### src/rtl/collision_pair_scheduler_if.sv
// Request/result handshake between the pair scheduler and the shared collision engine.
interface collision_pair_scheduler_if #(
    parameter int IDX_W = 4
);
    logic             pairValid;
    logic [IDX_W-1:0] pairIdxA;
    logic [IDX_W-1:0] pairIdxB;
    logic             pairReady;
    logic             resultValid;
    logic             resultHit;

    modport master (
        output pairValid, pairIdxA, pairIdxB,
        input  pairReady, resultValid, resultHit
    );

    modport slave (
        input  pairValid, pairIdxA, pairIdxB,
        output pairReady, resultValid, resultHit
    );
endinterface

### src/rtl/collision_pair_scheduler.sv
// Walks every ball pair (i<j) once per frame, sharing one collision engine among them.
// Optional PAIR_COOLDOWN_EN: a pair that hit is skipped once in the following scan.
module collision_pair_scheduler #(
    parameter int NUM_BALLS = 16,
    parameter int IDX_W     = $clog2(NUM_BALLS)
) (
    input  logic                       clk,
    input  logic                       reset,
    input  logic                       frameStart,
    input  logic [NUM_BALLS-1:0]       ballActive,
    collision_pair_scheduler_if.master eng,
    output logic                       busy,
    output logic                       frameDone,
    output logic [7:0]                 hitCount,
    output logic                       overrun
);
    localparam logic [IDX_W-1:0] LAST_IDX   = IDX_W'(NUM_BALLS - 1);
    localparam logic [IDX_W-1:0] PENULT_IDX = IDX_W'(NUM_BALLS - 2);

    typedef enum logic [1:0] {IDLE, ISSUE, WAIT, DONE} state_t;
    state_t state, nextState;

    logic [IDX_W-1:0]     idxA, idxB, nextA, nextB;
    logic [NUM_BALLS-1:0] snapshot, nextSnapshot;
    logic                 pairValid, pairValidNext, busyNext, frameDoneNext;
    logic                 advance, accept, hitSeen, pairEligibleNext;
    logic [7:0]           hitCountNext;

`ifdef PAIR_COOLDOWN_EN
    localparam int NUM_PAIRS = NUM_BALLS * (NUM_BALLS - 1) / 2;
    localparam int PAIR_W    = $clog2(NUM_PAIRS + 1);
    logic [NUM_PAIRS-1:0] cooldown, nextCooldown;
    logic [PAIR_W-1:0]    pairNum, nextPairNum;
`endif

    assign accept  = (state == IDLE) && frameStart;
    assign hitSeen = (state == WAIT) && eng.resultValid && eng.resultHit;

    assign eng.pairValid = pairValid;
    assign eng.pairIdxA  = idxA;
    assign eng.pairIdxB  = idxB;

    always_ff @(posedge clk or posedge reset) begin
        if (reset) begin
            state <= IDLE;
        end else begin
            state <= nextState;
        end
    end

    // The registered pairValid doubles as "current pair is eligible" while in ISSUE.
    always_comb begin
        nextState = state;
        nextA     = idxA;
        nextB     = idxB;
        advance   = 1'b0;
        case (state)
            IDLE: begin
                if (frameStart) begin
                    nextState = ISSUE;
                    nextA     = '0;
                    nextB     = IDX_W'(1);
                end
            end
            ISSUE: begin
                if (!pairValid) begin
                    advance = 1'b1;
                end else if (eng.pairReady) begin
                    nextState = WAIT;
                end
            end
            WAIT: begin
                if (eng.resultValid) begin
                    advance = 1'b1;
                end
            end
            DONE:    nextState = IDLE;
            default: nextState = IDLE;
        endcase
        if (advance) begin
            nextState = ISSUE;
            if (idxB != LAST_IDX) begin
                nextB = idxB + IDX_W'(1);
            end else if (idxA != PENULT_IDX) begin
                nextA = idxA + IDX_W'(1);
                nextB = idxA + IDX_W'(2);
            end else begin
                nextState = DONE;
            end
        end
    end

    always_comb begin
        nextSnapshot = accept ? ballActive : snapshot;
        hitCountNext = hitCount;
        if (accept) begin
            hitCountNext = '0;
        end else if (hitSeen && hitCount != 8'hFF) begin
            hitCountNext = hitCount + 8'd1;
        end
`ifdef PAIR_COOLDOWN_EN
        nextCooldown = cooldown;
        nextPairNum  = pairNum;
        if (accept) begin
            nextPairNum = '0;
        end else if (advance && nextState == ISSUE) begin
            nextPairNum = pairNum + PAIR_W'(1);
        end
        if (state == ISSUE && !pairValid) begin
            nextCooldown[pairNum] = 1'b0;
        end
        if (hitSeen) begin
            nextCooldown[pairNum] = 1'b1;
        end
`endif
    end

    // Outputs are computed one cycle ahead from next-state values so they leave flops.
    always_comb begin
        busyNext         = (nextState != IDLE);
        frameDoneNext    = (nextState == DONE);
        pairEligibleNext = nextSnapshot[nextA] && nextSnapshot[nextB];
`ifdef PAIR_COOLDOWN_EN
        if (nextCooldown[nextPairNum]) begin
            pairEligibleNext = 1'b0;
        end
`endif
        pairValidNext = (nextState == ISSUE) && pairEligibleNext;
    end

    always_ff @(posedge clk or posedge reset) begin
        if (reset) begin
            idxA      <= '0;
            idxB      <= IDX_W'(1);
            snapshot  <= '0;
            pairValid <= 1'b0;
            busy      <= 1'b0;
            frameDone <= 1'b0;
            hitCount  <= '0;
            overrun   <= 1'b0;
`ifdef PAIR_COOLDOWN_EN
            cooldown  <= '0;
            pairNum   <= '0;
`endif
        end else begin
            idxA      <= nextA;
            idxB      <= nextB;
            snapshot  <= nextSnapshot;
            pairValid <= pairValidNext;
            busy      <= busyNext;
            frameDone <= frameDoneNext;
            hitCount  <= hitCountNext;
            overrun   <= overrun | (frameStart && state != IDLE);
`ifdef PAIR_COOLDOWN_EN
            cooldown  <= nextCooldown;
            pairNum   <= nextPairNum;
`endif
        end
    end
endmodule

### src/flat_wrapper.sv
// flat-port wrapper written by rule: the top's interface ports become plain ports
module collision_pair_scheduler_flat 
#(
    parameter int NUM_BALLS = 16,
    parameter int IDX_W     = $clog2(NUM_BALLS)
)
  (clk, reset, frameStart, ballActive, busy, frameDone, hitCount, overrun, eng_pairValid, eng_pairIdxA, eng_pairIdxB, eng_pairReady, eng_resultValid, eng_resultHit);
  collision_pair_scheduler_if #(.IDX_W(IDX_W)) eng_i ();
  input  logic clk;
  input  logic reset;
  input  logic frameStart;
  input  logic [NUM_BALLS-1:0] ballActive;
  output logic busy;
  output logic frameDone;
  output logic [7:0] hitCount;
  output logic overrun;
  output wire logic [$bits(eng_i.pairValid)-1:0] eng_pairValid;
  output wire logic [$bits(eng_i.pairIdxA)-1:0] eng_pairIdxA;
  output wire logic [$bits(eng_i.pairIdxB)-1:0] eng_pairIdxB;
  input wire logic [$bits(eng_i.pairReady)-1:0] eng_pairReady;
  input wire logic [$bits(eng_i.resultValid)-1:0] eng_resultValid;
  input wire logic [$bits(eng_i.resultHit)-1:0] eng_resultHit;
  assign eng_pairValid = eng_i.pairValid;
  assign eng_pairIdxA = eng_i.pairIdxA;
  assign eng_pairIdxB = eng_i.pairIdxB;
  assign eng_i.pairReady = eng_pairReady;
  assign eng_i.resultValid = eng_resultValid;
  assign eng_i.resultHit = eng_resultHit;
  collision_pair_scheduler #(.NUM_BALLS(NUM_BALLS), .IDX_W(IDX_W)) u_core (.clk(clk), .reset(reset), .frameStart(frameStart), .ballActive(ballActive), .eng(eng_i), .busy(busy), .frameDone(frameDone), .hitCount(hitCount), .overrun(overrun));
endmodule
### config.mk
export PLATFORM = sky130hd
export DESIGN_NAME = collision_pair_scheduler_flat
export DESIGN_NICKNAME = d
export VERILOG_FILES = /design/src/rtl/collision_pair_scheduler_if.sv /design/src/rtl/collision_pair_scheduler.sv /design/src/flat_wrapper.sv
export SDC_FILE = /design/constraint.sdc
export NUM_CORES = 1
export LEC_CHECK = 0
export ABC_AREA = 1
export CORE_UTILIZATION = 40
export DETAILED_ROUTE_END_ITERATION = 6
export PLACE_DENSITY = 0.7
export SKIP_LAST_GASP = 1
export SYNTH_ARGS = -nofsm -noshare
export SYNTH_HDL_FRONTEND = slang
export SYNTH_SLANG_ARGS = --single-unit
export TNS_END_PERCENT = 50
### constraint.sdc
create_clock -name clk -period 1.92 [get_ports clk]
set_clock_uncertainty 0.1 [all_clocks]
set_input_delay 0.384 -clock clk [delete_from_list [all_inputs] [get_ports clk]]
set_output_delay 0.384 -clock clk [all_outputs]
set_load 0.02 [all_outputs]
==> results.tsv, run 1 <==
stage	metric	value	unit
timing	drv_slew	0	
clock_network	clk_latency	0.30	ns
synthesis	syn_area	2303	um2
floorplanning	die_height	77.89	um
route	via_per_inst	5.070	
worst_setup_path	r2r-end	u_core.eng.pairValid	
route	route.detailed.drc	0	
route	firstDrtPassIters	4	
global_route	top_usage_layer	met2	
global_route	grt_pass1_wl	10590	um
power	power_density	1473	nW/um2
timing	hold_violations	0	
global_route	grt_util_met1	0.2700	
hold_path	holdCritPathClass	input port to async pin	
synthesis	ys_warn_count	0	
route	wl_per_cell	13.71	um
synthesis	synth_edf_count	0	
synthesis	ys.flop_type	dfrtp_1	
floorplanning	ioPinCount	42	
global_route	gr-usage-all-layers	0.2251	
floorplanning	die_w	77.89	um
worst_setup_path	critPathMaxStageDelay	0.57	ns
synthesis	synthSimpleGateAreaFrac	0.4112	
worst_setup_path	r2r_setup_slack	-0.21	ns
synthesis	synth-compound-area-share	0.06518	
clock_network	cts_hold_buf	0	
layout	fin_cells	483	
placement	dp.cells	465	
worst_setup_path	cp.arrival	2.27	ns
timing	fin_ws	-0.2074	ns
route	vias	2449	
synthesis	syn_area_per_cell	7.359	um2
status	status	finished, violations left	
global_route	grt_pass1_vias	2361	
worst_setup_path	path_cells	ha_4 -> nand2_4 -> nor2_4 -> nand2_2 -> nor2_4 -> nand2_2 -> nand3_4 -> clkinv_4 -> nand3_1 -> nand3_1 -> nand3_1 -> nand2_1 -> nor2_2	
timing	fmax	0.4700	GHz
timing	fin_crit_sh	1.108	
clock_network	cts-root-buf	clkbuf_8	
synthesis	synthArstFlopShare	1.000	
worst_setup_path	r2r_cells	13	
status	violations	negative setup slack	
global_route	antenna_found_initial	0	
worst_setup_path	crit_type	flip-flop to flip-flop	
timing	setup_viol	4	
clock_network	cts_tree	done	
clock_network	cts_htree_levels	2	
floorplanning	dieArea	6066	um2
synthesis	ys_ff_latch	38	
clock_network	cts_num_sinks	38	
timing	rsz0062_at_grt	yes	
placement	dp_hpwl	4468	um
synthesis	synth_top_area_cell	dfrtp_1	
global_route	grt_start_max_net_pins	18	
synthesis	synth_top_family_by_area	simple AND/OR/NAND/NOR gates	
clock_network	path_clk_slew	0.08	ns
synthesis	syn_nets	343	
floorplanning	initial_utilization	0.4158	
worst_setup_path	cp_slowest_cell	dfstp_2	
power	vdd.ir_drop.worst	0.0006896	V
synthesis	yosysTopAreaCellShare	0.4020	
layout	antennaDiodeCount	0	
worst_setup_path	critPathMostFrequentCell	nand3_1	
synthesis	post-synth-top-count-cell	nand2_1	
clock_network	numCtsBuffers	5	
layout	area_growth	55.84	%
route	drt_iter0_drc	129	
global_route	grt.overflow.total	0	
placement	post-place-ws	-0.3359	ns
floorplanning	core-area	5540	um2
synthesis	syn_inst	313	
global_route	grt_use_met3	0.04000	
layout	nets	440	
floorplanning	row_count	27	
synthesis	yosys-top-cells-count	109 x nand2_1, 51 x nand3_1, 37 x dfrtp_1	
synthesis	synthAdderAreaFrac	0.04345	
worst_setup_path	crit_path_start_kind	flip-flop	
worst_setup_path	r2r_start	u_core.eng.pairIdxB[0]	
worst_setup_path	critPathTopFamily	simple AND/OR/NAND/NOR gates	
synthesis	synth_mux_area_frac	0	
timing	min_period	2.127	ns
route	wirelength	6623	um
job	cap_violations	0	
layout	fillers	482	
timing	worst_pin_slew	0.3446	ns
global_route	grt_use_met2	0.3876	
synthesis	yosysSeqAreaShare	0.4134	
placement	gp_congestion	0.8852	
timing	max_slew_margin	0.7700	
synthesis	synth_xor_area_frac	0.003802	
synthesis	synth_area_leaders	dfrtp_1 40%, nand2_1 18%, nand3_1 11%	
worst_setup_path	crit_buf_inv	1	
worst_setup_path	worstPathMaxFanout	6	
layout	drive_above_1_share	0.3163	
timing	fin_tns_setup	-0.3080	ns
worst_setup_path	endpoint_kind	flip-flop	
placement	portBuffers	41	
route	ant_nets	0	
clock_network	clock_path_buffers	2	
synthesis	yosysUniqueCellTypes	30	
power	leakagePower	1.752	nW
worst_setup_path	critical_path_required	2.06	ns
cell families (layout without fill, tap and decap cells):
| group | after synthesis | count (layout) |
|---|---|---|
| flip-flops | 38 | 38 |
| AND/OR/NAND/NOR | 205 | 208 |
| XOR/XNOR | 1 | 1 |
| AO/OA/AOI/OAI | 26 | 26 |
| buffers and inverters | 35 | 130 |
| adder cells (fa/ha/maj) | 8 | 8 |
layout by cell type, fill, tap and decap left out, drive strengths merged:
master	synthesis	routed
dfrtp	37	37
nor3	2	2
clkinv	2	2
ha	8	8
inv	28	28
nor2	24	24
a21oi	12	12
clkdlybuf4s50	0	40
nand2	119	122
clkbuf	3	6
o21ai	12	12
buf	2	51
nand3	54	54
bufinv	0	2
dfstp	1	1
or2	2	2
nor4	2	2
xor2	1	1
dlygate4sd2	0	1
o21bai	1	1
nand3b	2	2
o31ai	1	1
repair_timing:
action                     4_1_cts  5_1_grt
gates cloned                     2        1
buffers inserted                 4        3
gates resized for setup         28       29
setup endpoints to repair        6       19
pin swaps                       22       16
worst max-delay path by stage:
stage / from / to / slack (ns) / cells after the start
floorplan: u_core.eng.pairIdxB[0] / u_core.eng.pairValid / -0.04 / 13
global placement: eng_resultValid / u_core.eng.pairValid / -0.34 / 12
detailed placement: eng_resultValid / u_core.eng.pairValid / -0.34 / 12
CTS: u_core.eng.pairIdxB[0] / u_core.eng.pairValid / -0.08 / 13
global route: u_core.state[1] / u_core.eng.pairValid / -0.30 / 14
finish: u_core.eng.pairIdxB[0] / u_core.eng.pairValid / -0.21 / 13
power breakdown:
part / switching, mW / internal, mW
clock: 0.300 / 0.554
sequential: 0.125 / 1.06
combinational: 1.82 / 1.43
metal layers:
| metal | vias up | wire length [um] |
|---|---|---|
| met5 | - | 0 |
| met1 | 1152 | 2768 |
| met2 | 74 | 3394 |
| li1 | 1206 | - |
| met4 | 0 | 145 |
| met3 | 17 | 315 |
worst reg2reg max path, stage by stage (launching register included):
cell and delay (ns):
dfstp_2 0.57, ha_4 0.17, nand2_4 0.06, nor2_4 0.12, nand2_2 0.08, nor2_4 0.20
nand2_2 0.10, nand3_4 0.14, clkinv_4 0.09, nand3_1 0.07, nand3_1 0.08, nand3_1 0.13
nand2_1 0.08, nor2_2 0.08
metrics by stage:
step	total power [mW]	utilization	hold WS, ns	cell area, um2
after floorplan	2.776	-	0.3648	2325
after global placement	3.783	0.5684	0.3636	3149
after detailed placement	3.821	0.5684	0.3644	3149
after CTS	5.039	0.6247	0.2490	3461
after global routing	5.642	0.6479	0.2778	3590
final	5.287	0.6479	0.2358	3590
final cells by class:
cell class	count	area, um2	area share
clock buffers	6	82.58	0.02300
clock inverters	2	60.06	0.01673
inverters	30	117.6	0.03276
multi-input cells	243	1453	0.4047
flip-flops and latches	38	953.4	0.2656
well taps	72	90.09	0.02510
repair buffers	92	833.3	0.2321
sequential cells by signal, summed over array words and instances, names as in the netlist:
signal and cells:
u_core.busy 1, u_core.snapshot 16, u_core.overrun 1, u_core.state 2, u_core.frameDone 1, u_core.eng.pairIdxB 4
u_core.eng.pairValid 1, u_core.eng.pairIdxA 4, u_core.hitCount 8
Note: power is estimated with default switching activity, not from simulation.
==> inputs of run 2 (changes only) <==
--- a/config.mk
+++ b/config.mk
@@ -6,6 +6,7 @@
 export NUM_CORES = 1
 export LEC_CHECK = 0
 export ABC_AREA = 1
+export CAP_MARGIN = 10
 export CORE_UTILIZATION = 40
 export DETAILED_ROUTE_END_ITERATION = 6
 export PLACE_DENSITY = 0.7
==> results of run 2 <==
Final layout, timing and power as in run 1 (identical DEF).
==> inputs of run 3 (changes only) <==
--- a/config.mk
+++ b/config.mk
@@ -7,9 +7,11 @@
 export LEC_CHECK = 0
 export ABC_AREA = 1
 export CAP_MARGIN = 10
-export CORE_UTILIZATION = 40
+export CORE_MARGIN = 2
+export CORE_UTILIZATION = 49
+export CTS_BUF_LIST = sky130_fd_sc_hd__clkbuf_8
 export DETAILED_ROUTE_END_ITERATION = 6
-export PLACE_DENSITY = 0.7
+export PLACE_DENSITY = 0.82
 export SKIP_LAST_GASP = 1
 export SYNTH_ARGS = -nofsm -noshare
 export SYNTH_HDL_FRONTEND = slang
==> run 3 against run 2 <==
Compared with the run above:
- the run still ends with negative setup slack left
- setup slack worse by 0.12 ns
- global-route usage increased by 3.7 points
- via count is 8.4% higher
- sequential cell count is the same
- clock power is 1% lower
- largest cell class unchanged
- highest routed layer unchanged
- critical path depth down 1
- first-iteration DRC count grew 80%
==> results.tsv, run 3 (synthesized netlist as in run 1, its figures left out) <==
stage	metric	value	unit	change
status	status	finished, violations left		unchanged
status	violations	negative setup slack		unchanged
global_route	grt_start_max_net_pins	39		was 18
hold_path	holdCritPathClass	input port to async pin		unchanged
floorplanning	initial_utilization	0.5183		was 0.4158
worst_setup_path	r2r_start	u_core.eng.pairIdxB[0]		unchanged
clock_network	clock_path_buffers	2		unchanged
timing	hold_ws	0.3244	ns	was 0.2358 ns
worst_setup_path	r2r_setup_slack	-0.32	ns	was -0.21 ns
timing	fin_tns_setup	-0.7026	ns	was -0.3080 ns
route	firstDrtPassIters	5		was 4
worst_setup_path	crit_type	flip-flop to flip-flop		unchanged
route	vias	2655		was 2449
worst_setup_path	worstPathMaxFanout	5		was 6
global_route	grt_pass1_vias	2389		was 2361
timing	drv_slew	0		unchanged
worst_setup_path	cp.arrival	2.38	ns	was 2.27 ns
timing	min_period	2.243	ns	was 2.127 ns
route	route.detailed.drc	0		unchanged
layout	fillers	258		was 482
layout	final_common_cell	nand2_1		unchanged
worst_setup_path	endpoint_kind	flip-flop		unchanged
route	wl_per_cell	17.62	um	was 13.71 um
job	cap_violations	0		unchanged
worst_setup_path	r2r_cells	12		was 13
layout	layout_common_cells	97 x nand2_1, 48 x buf_4, 39 x clkdlybuf4s50_1, 38 x nand3_1, 36 x dfrtp_1		was 102 x nand2_1, 47 x buf_4, 40 x clkdlybuf4s50_1, 36 x nand3_1, 36 x dfrtp_1
layout	nets	437		was 440
worst_setup_path	critical_path_required	2.06	ns	about the same
timing	fmax	0.4458	GHz	was 0.4700 GHz
layout	top_register	u_core.snapshot		unchanged
global_route	gr-usage-all-layers	0.2625		was 0.2251
route	ant_nets	0		unchanged
route	wirelength	8103	um	was 6623 um
floorplanning	die_height	72.57	um	was 77.89 um
clock_network	cts_htree_levels	2		unchanged
layout	largest_register_ffs	16		unchanged
placement	dpl_cell_area	3097	um2	was 3149 um2
timing	setup_viol	6		was 4
clock_network	cts-root-buf	clkbuf_8		unchanged
timing	hold_violations	0		unchanged
power	power.total	5.420	mW	was 5.287 mW
timing	worst_pin_slew	0.3162	ns	was 0.3446 ns
placement	portBuffers	41		unchanged
layout	seq_area	953.4	um2	unchanged
worst_setup_path	r2r-end	u_core.eng.pairValid		unchanged
power	leakagePower	1.753	nW	was 1.752 nW
placement	post-place-ws	-0.4037	ns	was -0.3359 ns
layout	biggestRegsByFlops	u_core.snapshot x16, u_core.hitCount x8		unchanged
clock_network	cts_tree	done		unchanged
layout	multi_input_area	1538	um2	was 1453 um2
layout	antennaDiodeCount	0		unchanged
global_route	grt.overflow.total	0		unchanged
clock_network	cts_num_sinks	38		unchanged
power	vdd.ir_drop.worst	0.0007006	V	was 0.0006896 V
global_route	antenna_found_initial	0		unchanged
power	power_density	1496	nW/um2	was 1473 nW/um2
global_route	grt_pass1_wl	10730	um	was 10590 um
floorplanning	dieArea	5266	um2	was 6066 um2
placement	gp_congestion	0.8485		was 0.8852
layout	area_growth	57.25	%	was 55.84%
layout	final_area	3622	um2	was 3590 um2
timing	rsz0062_at_grt	yes		unchanged
clock_network	numCtsBuffers	5		unchanged
clock_network	clk_latency	0.31	ns	was 0.30 ns
clock_network	path_clk_slew	0.09	ns	was 0.08 ns
timing	fin_ws	-0.3232	ns	was -0.2074 ns
timing	fin_crit_sh	1.168		was 1.108
placement	dp_hpwl	4417	um	was 4468 um
route	via_per_inst	5.772		was 5.070
floorplanning	ioPinCount	42		unchanged
floorplanning	die_w	72.57	um	was 77.89 um
route	drt_iter0_drc	232		was 129
floorplanning	row_count	24		was 27
worst_setup_path	crit_path_start_kind	flip-flop		unchanged
floorplanning	core-area	4444	um2	was 5540 um2
layout	drive_above_1_share	0.3137		was 0.3163
timing	max_slew_margin	0.7892		was 0.7700
run 3: cell count changes in the layout (fill, tap and decap cells not counted), sizes merged:
cell / delta
buf: -1
nand2: -2
clkdlybuf4s50: -1
inv: +1
clkbuf: -1
dlymetal6s2s: +1
run 3: cell type report:
class                           instances  area share
Multi-Input combinational cell        241      0.4245
Sequential cell                        38      0.2632
Timing Repair Buffer                   91      0.2242
Inverter                               30     0.03212
Clock buffer                            5     0.01900
Clock inverter                          3     0.01900
Tap cell                               52     0.01796
run 3: timing repair:
item,CTS,global route
cloned,0,1
setup buffers,3,6
pin swaps,5,25
resized for setup,7,65
hold buffers,0,0
setup endpoints to repair,6,22
run 3: metal layers:
| layer | vias up | GRT usage | routed length (um) |
|---|---|---|---|
| li1 | 1199 | - | - |
| met1 | 1272 | 0.3128 | 2986 |
| met2 | 163 | 0.4636 | 4298 |
| met3 | 21 | 0.05556 | 650 |
| met4 | 0 | 0.09671 | 167 |
| met5 | - | 0 | 0 |
run 3: critical path, cell delays in order (launching register included):
cell and delay (ns):
dfstp_2 0.56, ha_4 0.17, nand2_4 0.06, nor2_4 0.17, nand2_2 0.11, nor2_4 0.19, buf_4 0.16, nand3_1 0.10
nand2_1 0.17, inv_1 0.10, nand3_1 0.10, nand3_2 0.06, nor2_1 0.13
run 3: where the power goes:
group,total (mW),switching [mW],internal [mW]
clock,0.846,0.325,0.521
sequential,1.19,0.131,1.06
combinational,3.38,1.96,1.43
total,5.42,2.41,3.01
run 3: worst max path at each step:
stage / end / slack, ns / start
2_1_floorplan: u_core.eng.pairValid / -0.04 / u_core.eng.pairIdxB[0]
3_3_place_gp: u_core.eng.pairValid / -0.35 / eng_resultValid
3_5_place_dp: u_core.eng.pairValid / -0.40 / eng_resultValid
4_1_cts: u_core.eng.pairValid / -0.15 / u_core.state[1]
5_1_grt: u_core.eng.pairValid / -0.39 / u_core.eng.pairIdxA[0]
6_report: u_core.eng.pairValid / -0.32 / u_core.eng.pairIdxB[0]
run 3: stage by stage:
stage / utilization / cells
floorplan: - / 313
global placement: 0.6968 / 443
detailed placement: 0.6968 / 443
CTS: 0.7393 / 453
global route: 0.8150 / 460
finish: 0.8150 / 460
